<file path="config.mk">
export PLATFORM = sky130hd
export DESIGN_NAME = atb_update_ctrl
export DESIGN_NICKNAME = d
export VERILOG_FILES = /design/src/rtl/atb_pkg.sv /design/src/rtl/atb_upd_fifo.sv /design/src/rtl/atb_update_ctrl.sv
export SDC_FILE = /design/constraint.sdc
export NUM_CORES = 1
export LEC_CHECK = 0
export ABC_AREA = 1
export CELL_PAD_IN_SITES_DETAIL_PLACEMENT = 0
export CELL_PAD_IN_SITES_GLOBAL_PLACEMENT = 1
export CORE_ASPECT_RATIO = 1.2
export CORE_MARGIN = 2
export CORE_UTILIZATION = 46
export DETAILED_ROUTE_END_ITERATION = 6
export PLACE_DENSITY = 0.89
export REMOVE_ABC_BUFFERS = 1
export SYNTH_ARGS = -nofsm -noshare
export SYNTH_HDL_FRONTEND = slang
export SYNTH_SLANG_ARGS = --single-unit
</file>
<file path="constraint.sdc">
create_clock -name clk -period 6.25 [get_ports clk]
set_input_delay 0.625 -clock clk [delete_from_list [all_inputs] [get_ports clk]]
set_output_delay 0.625 -clock clk [all_outputs]
set_load 0.01 [all_outputs]
</file>
<file path="src/rtl/atb_pkg.sv">
`default_nettype none
// +----------------------------------------------------------------------+
// | Package    : atb_pkg                                                 |
// | Description: Shared types and sizes for the address target buffer   |
// |              and its update/maintenance controller.                  |
// | Revision   : 1.0 - initial release                                   |
// +----------------------------------------------------------------------+
package atb_pkg;

    // Default ATB geometry; the ATB itself sizes its index from this.
    localparam int ATB_N     = 256;
    localparam int ATB_IDX_W = $clog2(ATB_N);

    // One pending target update: branch PC and its resolved target.
    typedef struct packed {
        logic [31:0] pc;
        logic [31:0] tgt_pc;
    } atb_upd_t;

    // Controller modes: normal update traffic, or full-table invalidation walk.
    typedef enum logic [0:0] {
        IDLE  = 1'b0,
        FLUSH = 1'b1
    } atb_ctrl_state_e;

endpackage
`default_nettype wire

</file>
<file path="src/rtl/atb_upd_fifo.sv">
`default_nettype none
// +----------------------------------------------------------------------+
// | Module     : atb_upd_fifo                                            |
// | Description: Two-in / one-out circular queue of ATB updates with a  |
// |              synchronous clear. Slot 0 is stored ahead of slot 1.    |
// | Revision   : 1.0 - initial release                                   |
// +----------------------------------------------------------------------+
module atb_upd_fifo
    import atb_pkg::*;
#(
    parameter int DEPTH = 4
) (
    input  logic                       clk,
    input  logic                       reset_n,
    input  logic                       clear,
    input  logic                       push0,
    input  atb_upd_t                   data0,
    input  logic                       push1,
    input  atb_upd_t                   data1,
    input  logic                       pop,
    output atb_upd_t                   head,
    output logic [$clog2(DEPTH+1)-1:0] count
);

    localparam int PTR_W = $clog2(DEPTH);
    localparam int CNT_W = $clog2(DEPTH + 1);

    atb_upd_t           mem [DEPTH];
    logic [PTR_W-1:0]   wr_ptr;
    logic [PTR_W-1:0]   rd_ptr;
    logic [PTR_W-1:0]   wr_ptr_slot1;

    // Slot 1 lands just behind slot 0 when both are written together.
    assign wr_ptr_slot1 = wr_ptr + PTR_W'(push0);
    assign head         = mem[rd_ptr];

    // Storage array; a clear discards the whole cycle's writes.
    always_ff @(posedge clk) begin
        if (!clear) begin
            if (push0) mem[wr_ptr]       <= data0;
            if (push1) mem[wr_ptr_slot1] <= data1;
        end
    end

    // Pointers wrap modulo DEPTH; count tracks occupancy directly.
    always_ff @(posedge clk or negedge reset_n) begin
        if (!reset_n) begin
            wr_ptr <= '0;
            rd_ptr <= '0;
            count  <= '0;
        end else if (clear) begin
            wr_ptr <= '0;
            rd_ptr <= '0;
            count  <= '0;
        end else begin
            wr_ptr <= wr_ptr + PTR_W'(push0) + PTR_W'(push1);
            rd_ptr <= rd_ptr + PTR_W'(pop);
            count  <= count + CNT_W'(push0) + CNT_W'(push1) - CNT_W'(pop);
        end
    end

endmodule
`default_nettype wire

</file>
<file path="src/rtl/atb_update_ctrl.sv">
`default_nettype none
// +----------------------------------------------------------------------+
// | Module     : atb_update_ctrl                                         |
// | Description: Queues retire-time ATB target updates from two retire  |
// |              slots, writes them one per cycle, and runs a full-table |
// |              invalidation walk on request.                           |
// | Revision   : 1.0 - initial release                                   |
// +----------------------------------------------------------------------+
module atb_update_ctrl
    import atb_pkg::*;
#(
    parameter int N     = 256,
    parameter int DEPTH = 4
) (
    input  logic                 clk,
    input  logic                 reset_n,
    input  logic                 retire0_valid_i,
    input  logic [31:0]          retire0_pc_i,
    input  logic [31:0]          retire0_tgt_pc_i,
    input  logic                 retire1_valid_i,
    input  logic [31:0]          retire1_pc_i,
    input  logic [31:0]          retire1_tgt_pc_i,
    output logic                 retire_ready_o,
    input  logic                 flush_req_i,
    output logic                 flush_busy_o,
    output logic                 atb_wr_valid_o,
    output logic [31:0]          atb_wr_pc_o,
    output logic [31:0]          atb_wr_tgt_pc_o,
    output logic                 atb_inv_valid_o,
    output logic [$clog2(N)-1:0] atb_inv_idx_o
);

    localparam int IDX_W = $clog2(N);
    localparam int CNT_W = $clog2(DEPTH + 1);

    atb_ctrl_state_e    state;
    atb_ctrl_state_e    next_state;
    logic [IDX_W-1:0]   flush_cnt;
    logic [CNT_W-1:0]   q_count;
    atb_upd_t           q_head;
    logic               start_flush;
    logic               do_pop;
    logic               push0;
    logic               push1;

    // Ready needs room for two entries, judged on the registered count.
    assign retire_ready_o = (state == IDLE) && (q_count <= CNT_W'(DEPTH - 2));
    assign flush_busy_o   = (state == FLUSH) || atb_inv_valid_o;

    // Mode register.
    always_ff @(posedge clk or negedge reset_n) begin
        if (!reset_n) state <= IDLE;
        else          state <= next_state;
    end

    // Next mode plus per-cycle queue controls; a flush request beats a pop.
    always_comb begin
        next_state  = state;
        start_flush = 1'b0;
        do_pop      = 1'b0;
        push0       = 1'b0;
        push1       = 1'b0;
        case (state)
            IDLE: begin
                if (flush_req_i) begin
                    next_state  = FLUSH;
                    start_flush = 1'b1;
                end else begin
                    do_pop = (q_count != '0);
                    if (retire_ready_o) begin
                        // Same PC in both slots: the younger target supersedes.
                        push0 = retire0_valid_i &&
                                !(retire1_valid_i && (retire0_pc_i == retire1_pc_i));
                        push1 = retire1_valid_i;
                    end
                end
            end
            FLUSH: begin
                if (flush_cnt == IDX_W'(N - 1)) next_state = IDLE;
            end
            default: next_state = IDLE;
        endcase
    end

    // Walk index: restarts at 0 when a walk begins, steps once per walk cycle.
    always_ff @(posedge clk or negedge reset_n) begin
        if (!reset_n)            flush_cnt <= '0;
        else if (start_flush)    flush_cnt <= '0;
        else if (state == FLUSH) flush_cnt <= flush_cnt + IDX_W'(1);
    end

    // Registered ATB-facing write and invalidate ports.
    always_ff @(posedge clk or negedge reset_n) begin
        if (!reset_n) begin
            atb_wr_valid_o  <= 1'b0;
            atb_wr_pc_o     <= '0;
            atb_wr_tgt_pc_o <= '0;
            atb_inv_valid_o <= 1'b0;
            atb_inv_idx_o   <= '0;
        end else begin
            atb_wr_valid_o  <= do_pop;
            atb_inv_valid_o <= (state == FLUSH);
            if (do_pop) begin
                atb_wr_pc_o     <= q_head.pc;
                atb_wr_tgt_pc_o <= q_head.tgt_pc;
            end
            if (state == FLUSH) atb_inv_idx_o <= flush_cnt;
        end
    end

    atb_upd_fifo #(
        .DEPTH (DEPTH)
    ) u_fifo (
        .clk     (clk),
        .reset_n (reset_n),
        .clear   (start_flush),
        .push0   (push0),
        .data0   ('{pc: retire0_pc_i, tgt_pc: retire0_tgt_pc_i}),
        .push1   (push1),
        .data1   ('{pc: retire1_pc_i, tgt_pc: retire1_tgt_pc_i}),
        .pop     (do_pop),
        .head    (q_head),
        .count   (q_count)
    );

endmodule
`default_nettype wire

</file>
* Word level (Yosys, flattened, before mapping)
Memory sizes are Yosys's and may differ from the RTL's. A register that Yosys moved wholly into a read port is not among the register bits.
Index checks and enable logic that the tools add are counted.
** Storage, ports and cells
- Flip-flop bits (word level) :: 26
- RAM bits :: 256
- Bits of input ports :: 133
- Output and inout bits :: 76
- Logic and storage cells :: 51
- Memories :: 1
** Operators by class
- Add/subtract/negate cells :: 7
- Order comparisons :: 1
- Equality and inequality tests :: 2
- Muxes and demuxes :: 23
- Bitwise gates (word level) :: 1
- Reduce and logical (&&, ||, !) cells :: 8
** Memories
- u_fifo.mem :: depth 4, bits a word 64, rd ports 1, clocked after Yosys merged registers in 1, wr ports 2, line atb_upd_fifo.sv:28 : atb_upd_t mem [DEPTH];
** Operators with widths (number)
- == test 32 bit :: 1
- two-way mux 1 bit :: 17
- two-way mux 8 bit :: 2
- adder 8 x 1 -> 8 bit (second input constant) :: 1
- == test 8 bit (second input constant) :: 1
- adder 2 x 1 -> 2 bit :: 3
- adder 3 x 1 -> 3 bit :: 2
- two-way mux 2 bit :: 2
- <= comparator 3 x 2 -> 1 bit (second input constant) :: 1
- logical AND 1 bit :: 3
- two-way mux 3 bit :: 1
- nonzero test 3 bit :: 1
- subtractor 3 x 1 -> 3 bit :: 1
- logical NOT 1 bit :: 2
- one-hot mux 1 bit (2 select lines) :: 1
- nonzero test 2 bit :: 1
- logical OR 1 bit :: 1
- NOT 1 bit :: 1

* Depth between registers and ports, before layout
- Depth in word-level cells :: 11
- Depth in mapped cells :: 19

* Modules after synthesis
From an unflattened synthesis, not the netlist that was laid out.
** Second synthesis, totals
- Cells, all modules :: 2161
- Area, all modules :: 18167.4 µm²
** By module, submodules not included
- atb_upd_fifo :: instances 1, cells each 1660, area each 14253.7 µm², sequential area each 7862.5 µm²
- atb_update_ctrl :: instances 1, cells each 501, area each 3913.8 µm², sequential area each 2077.0 µm²

* Worst setup path before layout
No wires, ideal clock.
- Path type :: input -> register
- From :: input port retire1_pc_i[31]
- To :: memory u_fifo.mem[2][0] in the netlist's numbering, enable pin
- Setup time :: 0.690 ns
- Arrival :: 3.440 ns
- Slack :: 2.120 ns
- Stages :: 16
- Buffers on the path :: 1
- Path through :: inv_1 -> nor2_1 -> nor2_1 -> nand2_1 -> nor2_1 -> nand2_1 -> nor2_1 -> nand3_1 -> nand2_1 -> inv_1 -> ha_1 -> xnor2_1 -> inv_1 -> nand3_2 -> clkbuf_1 -> nand2_1
** RTL lines
- start, declared :: line atb_update_ctrl.sv:21 : input logic [31:0] retire1_pc_i,
- end, declared :: line atb_upd_fifo.sv:28

==> results.yml <==
outcome:
  status: "finished clean"
drt:
  drt_iter0_drc: 1078
  drc_errors: 0
  vias: 12800
  routed_wl_um: 42600
  vias_per_cell: 5.31
  first_pass_iters: 5
  ant_nets: 0
  wire_per_inst_um: 17.6
critical_path:
  cp_max_fo: 64
  crit_required_ps: 6390
  r2r_cells: 10
  end_kind: "flip-flop"
  crit_arrival_ps: 4700
  crit_type: "in2reg"
  cp-start-kind: "primary input"
  r2r_start: "state"
  r2r_setup_slack_ps: 2000
  crit_start: "retire0_pc_i[21]"
die:
  coreArea_um2: 35800
  ioPinCount: 209
  die_area_um2: 37900
  row_count: 76
  start_util_pct: 46.7
  chipHeight_um: 213
  dieWidth_um: 178
synth:
  synth_edf_count: 256
  synth_top_area_share_pct: 45.9
  synth_top_cell_by_area: "edfxtp_1"
  syn_area_um2: 16700
  synthTopCellsByArea: "edfxtp_1 46%, dfrtp_1 13%, nor2_1 7.9%"
  synth_seq_cells: 346
  ys_warn_count: 0
  synthArstFlopShare_pct: 26.0
  ys_seq_area_share_pct: 59.4
  synth_mux_area_share_pct: 0.269
  synth-adder-area-share_pct: 0.688
  synth_cell_types: 32
  synth_top_family_by_area: "simple AND/OR/NAND/NOR gates"
  synth_most_common_cell: "nor2_1"
  yosys.area_share.simple_pct: 16.5
  synth_xor_xnor_area_share_pct: 0.523
  synth_ff_type: "edfxtp_1"
  synth-compound-area-share_pct: 15.1
  synth.avg_cell_area_um2: 9.41
  synth_common_cells: "354 x nor2_1, 331 x nand2_1, 256 x edfxtp_1"
  synthCells: 1778
clock_tree:
  postCtsSetupBuffers: 0
  cts_made_buffers: 36
  path_clk_slew_ps: 60
  cts_num_sinks: 346
  h-tree-depth: 2
  clockRootBuffer: "clkbuf_16"
  clock_path_buffers: 3
  clk_latency_ps: 530
  cts_tree: "built"
  post_cts_resized: 0
  postCtsHoldBufs: 0
finish:
  area.growth.synth_to_final_pct: 18.3
  fillers: 3032
  stdcell_count: 2419
  finalInstanceArea_um2: 19800
  nets: 2063
  drive_above_1_share_pct: 5.03
placement:
  hpwl_um: 24700
  placedInstanceArea_um2: 18700
  dpl.cell_count: 2352
  place_congestion: 0.783
  numPortBuffers: 208
grt:
  antenna_found_initial: 2
  grt_pass1_wl_um: 66500
  grt_usage_pct: 22.8
  grt_max_degree: 105
  grt_overflow_total: 0
  grt_pass1_vias: 12500
timing:
  finalCritPeriodShare_pct: 73.0
  setup_tns_ps: 0
  slew-limit-headroom_pct: 22.6
  clock.fmax_ghz: 0.219
  report.final.hold_viol_count: 0
  worst-slew-pin-transition_ps: 1160
  rsz0062_at_grt: "false"
  drv_slew: 0
  holdWs_ps: 114
  fin_worst_skew_ps: 23.2
  setup_viol: 0
  min_period_ps: 4570
job:
  drv_cap: 0
pwr:
  powerDensity_nw_per_um2: 305
  vdd_ir_drop_max_uv: 191
  p_leak_uw: 0.00793
worst_hold_path:
  hold_class: "in2async"
[registers in the layout (all words and copies together), names as in the netlist]
name             count
u_fifo.wr_ptr        2
atb_inv_idx_o        8
u_fifo.rd_ptr        2
atb_wr_pc_o         32
atb_wr_valid_o       1
flush_cnt            8
u_fifo.count         3
atb_inv_valid_o      1
state                1
atb_wr_tgt_pc_o     32
u_fifo.mem         256
[power breakdown]
group          switching [uW]  internal (uW)  leakage (uW)
registers                 178           2650       0.00333
logic                     644            577       0.00408
clock network             876           1120      0.000521
[path summary, 6_finish.rpt]
check,end
setup / recovery,u_fifo.mem[0][20]
hold / removal,atb_wr_tgt_pc_o[2]
setup reg to reg,u_fifo.mem[3][25]
hold reg to reg,atb_inv_idx_o[1]
max in group asynchronous,u_fifo.rd_ptr[0]
min in group clk,atb_inv_idx_o[1]
[cell usage in the layout, fill, tap and decap left out, types with 37 or more instances in the layout]
master           Yosys  layout
edfxtp_1           256     256
inv_1              108     108
o21ai_1            209     209
clkdlybuf4s50_1      0     207
nor2_1             354     354
nand2_1            331     327
a31oi_1             65      64
o21ai_0            178     178
clkbuf_16            0      37
dfrtp_1             90      88
[routing by layer]
metal  routed length [um]  vias up  track usage, %
met3                 2500       75            2.72
met5                    0        -               0
met2                21200      400            40.0
li1                     -     6303               -
met4                 1420        0            9.21
met1                17500     6063            28.6
[critical path, cell delays in order]
cell and delay (ps):
clkdlybuf4s50_1 560, inv_1 60, nand2_1 70, nand2_1 50, inv_1 50, nand2_1 50, nor2_1 150, nand2_1 70
nor2_1 190, nand3_1 210, nand2_1 150, inv_1 50, ha_1 180, xnor2_1 480, nand3_4 650, nand2_4 1070
[per-stage QoR]
step	total power, uW	utilization (%)	setup slack [ps]
2_1_floorplan	3440	-	-1310
3_3_place_gp	4070	52.2	1140
3_5_place_dp	4100	52.2	1080
4_1_cts	6090	55.2	1610
5_1_grt	6320	55.2	1340
6_report	6040	55.2	1680
[layout make-up]
cell class	count	area, um2	share of cell area [%]
clock buffer	52	1000	5.06
sequential	346	9950	50.2
timing repair buffer	219	2160	10.9
multi-input combinational	1208	5610	28.3
tap	468	586	2.96
inverter	111	420	2.12
clock inverter	13	71.3	0.360
antenna	2	5.00	0.0253
[kinds of logic (layout without fill, tap and decap cells)]
family | count (synthesis) | in the layout
AND/OR/NAND/NOR | 710 | 710
AO/OA/AOI/OAI | 476 | 476
flip-flops | 346 | 346
buffers and inverters | 224 | 395
XOR/XNOR | 10 | 10
adder cells (fa/ha/maj) | 8 | 8
multiplexers | 4 | 4
other | 0 | 2
(Power assumes the default switching activity.)
